<file path="config.mk">
export PLATFORM = sky130hd
export DESIGN_NAME = tone_sequencer
export DESIGN_NICKNAME = d
export VERILOG_FILES = /design/src/rtl/tone_pkg.sv /design/src/rtl/song_rom.sv /design/src/rtl/tone_sequencer.sv
export SDC_FILE = /design/constraint.sdc
export NUM_CORES = 1
export LEC_CHECK = 0
export ABC_CLOCK_PERIOD_IN_PS = 3000
export BUFFER_PORTS_ARGS = -buffer_cell sky130_fd_sc_hd__buf_2
export CAP_MARGIN = 25
export CELL_PAD_IN_SITES_DETAIL_PLACEMENT = 1
export CELL_PAD_IN_SITES_GLOBAL_PLACEMENT = 2
export CORE_UTILIZATION = 30
export CTS_CLUSTER_DIAMETER = 50
export CTS_CLUSTER_SIZE = 20
export DETAILED_ROUTE_END_ITERATION = 7
export PLACE_DENSITY_LB_ADDON = 0.1
export SLEW_MARGIN = 10
export SYNTH_ARGS = -nofsm -noshare
export SYNTH_HDL_FRONTEND = slang
export SYNTH_SLANG_ARGS = --single-unit
</file>
<file path="constraint.sdc">
create_clock -name clk -period 3 [get_ports clk]
set_clock_uncertainty 0.15 [all_clocks]
set_input_delay 0.45 -clock clk [delete_from_list [all_inputs] [get_ports clk]]
set_output_delay 0.45 -clock clk [all_outputs]
set_load 0.01 [all_outputs]
</file>
<file path="src/rtl/tone_pkg.sv">
`default_nettype none
// ============================================================================
//  Module      : tone_pkg
//  Description : Shared types and constants for the tone sequencer: FSM state
//                type, note-code enum and the half-period divider table.
//  Revision    : 1.0  initial release
// ============================================================================
package tone_pkg;

    typedef enum logic [1:0] {
        ST_IDLE = 2'd0,
        ST_LOAD = 2'd1,
        ST_PLAY = 2'd2
    } state_t;

    // Codes 9..15 are not enumerated; they decode to a rest.
    typedef enum logic [3:0] {
        NOTE_REST  = 4'd0,
        NOTE_DO    = 4'd1,
        NOTE_RE    = 4'd2,
        NOTE_MI    = 4'd3,
        NOTE_FA    = 4'd4,
        NOTE_SO    = 4'd5,
        NOTE_LA    = 4'd6,
        NOTE_SI    = 4'd7,
        NOTE_DO_HI = 4'd8
    } note_e;

    // Half-period dividers in clk cycles (fits DIV_W = 16).
    localparam int unsigned c_DIV_DO    = 45801;
    localparam int unsigned c_DIV_RE    = 40815;
    localparam int unsigned c_DIV_MI    = 36363;
    localparam int unsigned c_DIV_FA    = 34322;
    localparam int unsigned c_DIV_SO    = 30578;
    localparam int unsigned c_DIV_LA    = 27242;
    localparam int unsigned c_DIV_SI    = 24270;
    localparam int unsigned c_DIV_DO_HI = 22944;

    // Divider for a note code; 0 means rest.
    function automatic int unsigned note_div(input logic [3:0] code);
        int unsigned div;
        case (code)
            4'd1:    div = c_DIV_DO;
            4'd2:    div = c_DIV_RE;
            4'd3:    div = c_DIV_MI;
            4'd4:    div = c_DIV_FA;
            4'd5:    div = c_DIV_SO;
            4'd6:    div = c_DIV_LA;
            4'd7:    div = c_DIV_SI;
            4'd8:    div = c_DIV_DO_HI;
            default: div = 0;
        endcase
        return div;
    endfunction

endpackage : tone_pkg
`default_nettype wire

</file>
<file path="src/rtl/song_rom.sv">
`default_nettype none
// ============================================================================
//  Module      : song_rom
//  Description : Combinational song table. Each entry is {code[3:0],
//                dur[DUR_W-1:0]} with dur in beats. Indices at or beyond
//                SONG_LEN read as a one-beat rest.
//  Ports       : i_idx   - entry index
//                o_entry - {note code, duration}
//  Revision    : 1.0  initial release
// ============================================================================
module song_rom
    import tone_pkg::*;
#(
    parameter int SONG_LEN  = 29,
    parameter int DUR_W     = 3,
    parameter bit TEST_SONG = 1'b0
) (
    input  logic [7:0]       i_idx,
    output logic [DUR_W+3:0] o_entry
);

    function automatic logic [DUR_W+3:0] pack(input note_e code, input int unsigned dur);
        return {code, DUR_W'(dur)};
    endfunction

    always_comb begin
        o_entry = pack(NOTE_REST, 1);
        if (int'(i_idx) < SONG_LEN) begin
            if (TEST_SONG) begin
                // Short song used to exercise every playback path quickly.
                case (i_idx)
                    8'd0:    o_entry = pack(NOTE_DO,   1);
                    8'd1:    o_entry = pack(NOTE_REST, 2);
                    8'd2:    o_entry = pack(NOTE_SO,   0);
                    default: o_entry = pack(NOTE_REST, 1);
                endcase
            end else begin
                case (i_idx)
                    8'd0:    o_entry = pack(NOTE_DO,    1);
                    8'd1:    o_entry = pack(NOTE_DO,    1);
                    8'd2:    o_entry = pack(NOTE_SO,    1);
                    8'd3:    o_entry = pack(NOTE_SO,    1);
                    8'd4:    o_entry = pack(NOTE_LA,    1);
                    8'd5:    o_entry = pack(NOTE_LA,    1);
                    8'd6:    o_entry = pack(NOTE_SO,    2);
                    8'd7:    o_entry = pack(NOTE_FA,    1);
                    8'd8:    o_entry = pack(NOTE_FA,    1);
                    8'd9:    o_entry = pack(NOTE_MI,    1);
                    8'd10:   o_entry = pack(NOTE_MI,    1);
                    8'd11:   o_entry = pack(NOTE_RE,    1);
                    8'd12:   o_entry = pack(NOTE_RE,    1);
                    8'd13:   o_entry = pack(NOTE_DO,    2);
                    8'd14:   o_entry = pack(NOTE_REST,  1);
                    8'd15:   o_entry = pack(NOTE_SO,    1);
                    8'd16:   o_entry = pack(NOTE_SO,    1);
                    8'd17:   o_entry = pack(NOTE_FA,    1);
                    8'd18:   o_entry = pack(NOTE_FA,    1);
                    8'd19:   o_entry = pack(NOTE_MI,    1);
                    8'd20:   o_entry = pack(NOTE_MI,    1);
                    8'd21:   o_entry = pack(NOTE_RE,    2);
                    8'd22:   o_entry = pack(NOTE_SO,    1);
                    8'd23:   o_entry = pack(NOTE_SO,    1);
                    8'd24:   o_entry = pack(NOTE_FA,    1);
                    8'd25:   o_entry = pack(NOTE_FA,    1);
                    8'd26:   o_entry = pack(NOTE_MI,    1);
                    8'd27:   o_entry = pack(NOTE_RE,    1);
                    8'd28:   o_entry = pack(NOTE_DO_HI, 3);
                    default: o_entry = pack(NOTE_REST,  1);
                endcase
            end
        end
    end

endmodule : song_rom
`default_nettype wire

</file>
<file path="src/rtl/tone_sequencer.sv">
`default_nettype none
// ============================================================================
//  Module      : tone_sequencer
//  Description : Plays a song from song_rom as a square wave on o_buzzer.
//                IDLE -> LOAD (latch entry, 1 cycle) -> PLAY (beats) -> next.
//  Ports       : clk      - clock, rising edge
//                i_rst_n  - asynchronous active-low reset
//                i_start  - start request (level, honoured in IDLE)
//                i_stop   - abort, wins over start and end-of-song
//                i_loop   - restart at end of song instead of finishing
//                o_buzzer - tone output
//                o_busy   - high in LOAD and PLAY
//                o_done   - one-cycle pulse on non-looping completion
//                o_idx    - current song entry
//  Revision    : 1.0  initial release
// ============================================================================
module tone_sequencer
    import tone_pkg::*;
#(
    parameter int          DIV_W       = 16,
    parameter int          BEAT_CYCLES = 12000000,
    parameter int          SONG_LEN    = 29,
    parameter int          DUR_W       = 3,
    parameter int unsigned DO_DIV      = c_DIV_DO,
    parameter bit          TEST_SONG   = 1'b0
) (
    input  logic       clk,
    input  logic       i_rst_n,
    input  logic       i_start,
    input  logic       i_stop,
    input  logic       i_loop,
    output logic       o_buzzer,
    output logic       o_busy,
    output logic       o_done,
    output logic [7:0] o_idx
);

    localparam int                 c_BEAT_W    = (BEAT_CYCLES > 1) ? $clog2(BEAT_CYCLES) : 1;
    localparam logic [c_BEAT_W-1:0] c_BEAT_LAST = c_BEAT_W'(BEAT_CYCLES - 1);
    localparam logic [7:0]         c_IDX_LAST  = 8'(SONG_LEN - 1);

    state_t               r_state_q, w_state_d;
    logic [7:0]           r_idx_q,   w_idx_d;
    logic [3:0]           r_code_q,  w_code_d;
    logic [DUR_W-1:0]     r_rem_q,   w_rem_d;
    logic [DIV_W-1:0]     r_tone_q,  w_tone_d;
    logic [c_BEAT_W-1:0]  r_beat_q,  w_beat_d;
    logic                 r_buzz_q,  w_buzz_d;
    logic                 r_done_q,  w_done_d;

    logic [DUR_W+3:0]     w_entry;
    logic [3:0]           w_rom_code;
    logic [DUR_W-1:0]     w_rom_dur;
    logic [DIV_W-1:0]     w_div;
    logic                 w_is_rest;
    logic                 w_beat_wrap;
    logic                 w_note_end;

    song_rom #(
        .SONG_LEN  (SONG_LEN),
        .DUR_W     (DUR_W),
        .TEST_SONG (TEST_SONG)
    ) u_song_rom (
        .i_idx   (r_idx_q),
        .o_entry (w_entry)
    );

    assign w_rom_code = w_entry[DUR_W+3:DUR_W];
    assign w_rom_dur  = w_entry[DUR_W-1:0];

    // DO may be overridden so a short divider can be used at low clock rates.
    assign w_div       = (r_code_q == NOTE_DO) ? DIV_W'(DO_DIV) : DIV_W'(note_div(r_code_q));
    assign w_is_rest   = (w_div == '0);
    assign w_beat_wrap = (r_beat_q == c_BEAT_LAST);
    // Remaining count of 1 at a beat wrap means this entry's last beat ends now.
    assign w_note_end  = w_beat_wrap && (r_rem_q == DUR_W'(1));

    always_comb begin
        w_state_d = r_state_q;
        w_idx_d   = r_idx_q;
        w_code_d  = r_code_q;
        w_rem_d   = r_rem_q;
        w_tone_d  = r_tone_q;
        w_beat_d  = r_beat_q;
        w_buzz_d  = r_buzz_q;
        w_done_d  = 1'b0;

        case (r_state_q)
            ST_IDLE: begin
                w_buzz_d = 1'b0;
                w_tone_d = '0;
                w_beat_d = '0;
                if (i_start && !i_stop) begin
                    w_state_d = ST_LOAD;
                    w_idx_d   = '0;
                end
            end

            ST_LOAD: begin
                w_buzz_d = 1'b0;
                w_tone_d = '0;
                w_beat_d = '0;
                if (i_stop) begin
                    w_state_d = ST_IDLE;
                    w_idx_d   = '0;
                end else begin
                    w_code_d  = w_rom_code;
                    // A zero duration still plays for one beat.
                    w_rem_d   = (w_rom_dur == '0) ? DUR_W'(1) : w_rom_dur;
                    w_state_d = ST_PLAY;
                end
            end

            ST_PLAY: begin
                if (i_stop) begin
                    w_state_d = ST_IDLE;
                    w_idx_d   = '0;
                    w_buzz_d  = 1'b0;
                    w_tone_d  = '0;
                    w_beat_d  = '0;
                end else begin
                    if (w_is_rest) begin
                        w_tone_d = '0;
                        w_buzz_d = 1'b0;
                    end else if (r_tone_q == (w_div - DIV_W'(1))) begin
                        w_tone_d = '0;
                        w_buzz_d = ~r_buzz_q;
                    end else begin
                        w_tone_d = r_tone_q + DIV_W'(1);
                    end

                    if (w_beat_wrap) begin
                        w_beat_d = '0;
                        w_rem_d  = r_rem_q - DUR_W'(1);
                    end else begin
                        w_beat_d = r_beat_q + c_BEAT_W'(1);
                    end

                    if (w_note_end) begin
                        // Buzzer restarts low so every note begins in a known phase.
                        w_buzz_d = 1'b0;
                        if (r_idx_q != c_IDX_LAST) begin
                            w_idx_d   = r_idx_q + 8'd1;
                            w_state_d = ST_LOAD;
                        end else if (i_loop) begin
                            w_idx_d   = '0;
                            w_state_d = ST_LOAD;
                        end else begin
                            w_done_d  = 1'b1;
                            w_state_d = ST_IDLE;
                        end
                    end
                end
            end

            default: begin
                w_state_d = ST_IDLE;
                w_idx_d   = '0;
                w_buzz_d  = 1'b0;
            end
        endcase
    end

    always_ff @(posedge clk or negedge i_rst_n) begin
        if (!i_rst_n) begin
            r_state_q <= ST_IDLE;
            r_idx_q   <= '0;
            r_code_q  <= '0;
            r_rem_q   <= '0;
            r_tone_q  <= '0;
            r_beat_q  <= '0;
            r_buzz_q  <= 1'b0;
            r_done_q  <= 1'b0;
        end else begin
            r_state_q <= w_state_d;
            r_idx_q   <= w_idx_d;
            r_code_q  <= w_code_d;
            r_rem_q   <= w_rem_d;
            r_tone_q  <= w_tone_d;
            r_beat_q  <= w_beat_d;
            r_buzz_q  <= w_buzz_d;
            r_done_q  <= w_done_d;
        end
    end

    assign o_buzzer = r_buzz_q;
    assign o_busy   = (r_state_q != ST_IDLE);
    assign o_done   = r_done_q;
    assign o_idx    = r_idx_q;

endmodule : tone_sequencer
`default_nettype wire

</file>
==> summary.md <==
| Metric | Value |
|---|---|
| Status | finished, violations left |
| Failing checks | negative setup slack |
| # fillers | 1,575 |
| Clk root buf | clkbuf_16 |
| Sequential Power Share | ~33% |
| Final setup vio count | 1 |
| Initial antenna violation count | 0 |
| Clock buffer depth | 2 |
| Routed wl met3 | ~210 µm |
| Unrepaired setup endpoints after global routing | yes |
| Number of global-route vias before repair | around 3,700 |
| Slew Limit Fails | 0 |
| Yosys top cell area share | between 30 and 40% |
| Cells after Synth | 470 |
| Total CTS buffers | 9 |
| Syn_area_per_cell | about 8.6 µm² |
| Crit path from | r_code_q[0]$_DFFE_PN0P_ |
| Routed wire length | between 10,000 and 15,000 µm |
| DRT iter0 DRCs | 110 |
| Critical path arrival | between 3 and 4 ns |
| Footprint of the multi-input gates | approximately 2500 µm² |
| ANT cells | 0 |
| P_leak | 2.16 nW |
| Final setup margin | -0.00525 ns |
| WS Path Type | flop to flop |
| Layout area overhead | 22.8% |
| Capture point of the critical path | r_tone_q[11]$_DFFE_PN0P_ |
| Via-to-Cell Ratio | between 5 and 6 |
| Worst VDD drop | about 250 µV |
| Num rows | 42 |
| Die Area | roughly 14,000 µm² |
| Post-synth EDFFs | 0 |
| Register area | 1480 µm² |
| Cell taking the most area after synthesis | dfrtp_1 |
| Routed Antenna Nets | 0 |
| Worst-path clk slew | 0.05 ns |
| Worst EP required | 3.07 ns |
| Post-Route M1 WL | 5450 µm |
| Final period util | 100% |
| Flops & latches, synth | between 50 and 60 |
| Worst reg2reg path depth | 11 |
| Crit start category | flop |
| GPL Wtd Cong | ~0.77 |
| Hold_ws | between 0.15 and 0.2 ns |
| Top-count cell post-synth | dfrtp_1 |
| Fmax | about 0.33 GHz |
| Top cells by count, synth | dfrtp_1 (59), nor2_1 (51), nand2_1 (35), o21ai_0 (34), nand3_1 (32) |
| R2r startpoint | r_code_q[0]$_DFFE_PN0P_ |
| Post-Synthesis Cell Area | a little over 4000 µm² |
| FFs w/ async S/R, synth | 100% |
| Combinational share of power | between 20% and 30% |
| Hold Path Class | primary input to flop |
| Worst reg2reg path endpoint | r_tone_q[11]$_DFFE_PN0P_ |
| CTS tree | built |
| DR WL met2 | between 5000 and 6000 µm |
| Drt wl/cell | ~16 µm |
| Core area | approximately 13,000 µm² |
| Layout Nets | ~530 |
| Net count after synthesis | about 500 |
| HPWL after detailed placement | 8310 µm |
| Synth top area cells | dfrtp_1 (36%), ha_1 (5.6%), nor2_1 (4.7%) |
| Post-route cell area | ~5000 µm² |
| R2r setup slk | -0.005 ns |
| Drt pass-1 iters | 4 |
| Clock sink count | 59 |
| Sw frac | a little over a quarter |
| Crit path time final | 3.01 ns |
| Crit. End Element | flop |
| Clk pwr share | 45.1% |
| Largest net degree at the start of global routing | 38 |
| Routed via count | around 3,500 |
| Pwr/cell area | between 400 and 500 nW/µm² |
| Syn. warnings | 0 |
| Die width | about 120 µm |
| Gr usage total | between 10% and 20% |
| Main synth FF type | dfrtp_1 |
| Sw power | 0.000666 W |
| I/O pin cnt | 16 |
| Slew headroom | ~45% |
| H-tree levels | 3 |
| Worst-Skew Late Latency | roughly 0.33 ns |
| First-pass GRT wire length | between 15,000 and 20,000 µm |
| Share of cells above drive strength 1 | a little under a fifth |
| Area of placed instances | roughly 4600 µm² |
| Grt ovf | 0 |
| Max FO, Critical Path | 13 |
| Post-route DRC violation count | 0 |
| Initial Util | a little under a third |
| Hold Violations, Final | 0 |
| Int Power | roughly 0.0018 W |
| Sequential-to-total area share from yosys stat | a little over a third |
| Distinct cells, synth | 56 |
| Die H | between 100 and 150 µm |
| IO buf count | 15 |
| Max-Cap Viols | 0 |
| Worst Max-Slew Pin Slew | between 0.8 and 0.9 ns |
| DR top layer | met4 |
power by group through the flow:
| stage | logic, W | clock network (W) | registers (W) |
|---|---|---|---|
| final | 0.000536 | 0.00112 | 0.000830 |
| after global routing | 0.000594 | 0.00118 | 0.000833 |
| after CTS | 0.000534 | 0.00115 | 0.000829 |
| after detailed placement | 0.000528 | 0 | 0.000843 |
| after global placement | 0.000521 | 0 | 0.000841 |
| after floorplan | 0.000334 | 0 | 0.000844 |
critical path: stages, from the launching register on:
cell and delay, ns:
dfrtp_1 0.38, buf_4 0.15, ha_4 0.19, nor4_1 0.38, nor3_2 0.14, or3b_1 0.38, a21oi_1 0.20, o22ai_2 0.11
a2111oi_4 0.25, buf_12 0.18, nor2_2 0.07, a221o_1 0.29
cell type report:
type / instances / area share (%)
clock buffers: 12 / 5.15
repair buffers: 52 / 8.13
multi-input cells: 374 / 50.4
inverters: 14 / 1.10
well taps: 176 / 4.42
flip-flops and latches: 59 / 29.6
clock inverters: 2 / 1.20
kinds of logic after synthesis:
kind of cell / share of synthesized area [%]
buffers and inverters: 4.22
muxes: 2.28
AOI/OAI and AO/OA: 17.0
and+or+nand+nor: 26.8
DFF: 36.4
adders and majority gates: 5.55
xor gates and xnor gates: 7.77
routing by layer:
metal  GRT usage, %  vias to the layer above
met5              0                        -
met4           6.25                        0
met3           2.90                       13
met2           28.7                       23
met1           22.9                     1753
li1               -                     1759
state kept, by name (all words and copies together), names as in the netlist:
name       count
o_idx          8
o_done         1
r_beat_q      24
r_rem_q        3
o_buzzer       1
r_code_q       4
r_tone_q      16
r_state_q      2
placed cells by master, fill, tap and decap left out, types with 3 or more instances in the layout:
master      n
dfrtp_1    58
nor2_1     51
nand2_1    35
o21ai_0    33
nand3_1    32
buf_4      32
xor2_1     20
a21oi_1    17
xnor2_1    16
ha_1       15
buf_2      15
o31ai_1    13
nand2b_1   13
and3_1     12
inv_1      11
nor3_1     10
nor2b_1    10
nor4_1     10
clkbuf_16   9
mux2i_1     7
a22o_1      6
nand4_1     5
a21o_1      5
buf_12      4
a31oi_1     3
a211o_1     3
or3_1       3
nand3b_1    3
how the worst min path moves through the flow:
stage,depth (start not counted),end,slack (ns),from
5_1_grt,2,o_done$_DFF_PN0_,0.20,i_loop
3_3_place_gp,1,r_beat_q[3]$_DFFE_PN0P_,0.34,r_beat_q[3]$_DFFE_PN0P_
4_1_cts,1,r_tone_q[13]$_DFFE_PN0P_,0.16,i_rst_n
6_report,2,o_done$_DFF_PN0_,0.19,i_loop
3_5_place_dp,1,o_idx[7]$_DFFE_PN0P_,0.36,o_idx[7]$_DFFE_PN0P_
2_1_floorplan,0,o_buzzer$_DFFE_PN0P_,0.004,i_rst_n
timing repair:
action	in CTS	in global routing
hold endpoints to repair	0	12
resized for setup	3	6
endpoints found under the setup margin	9	22
pin swaps	1	0
setup buffers	1	0
hold buffers	0	1
metrics by stage:
step,std cells,setup TNS [ns],power (W),setup WS [ns],utilization (%)
floorplan,470,0,0.00118,0.00904,-
global placement,672,-0.0881,0.00136,-0.0591,34.7
detailed placement,672,-0.275,0.00137,-0.0923,34.7
CTS,687,-0.00835,0.00252,-0.00835,37.2
global route,689,-1.42,0.00261,-0.164,37.6
finish,689,-0.00525,0.00249,-0.00525,37.6
Note: power is estimated with default switching activity, not from simulation.
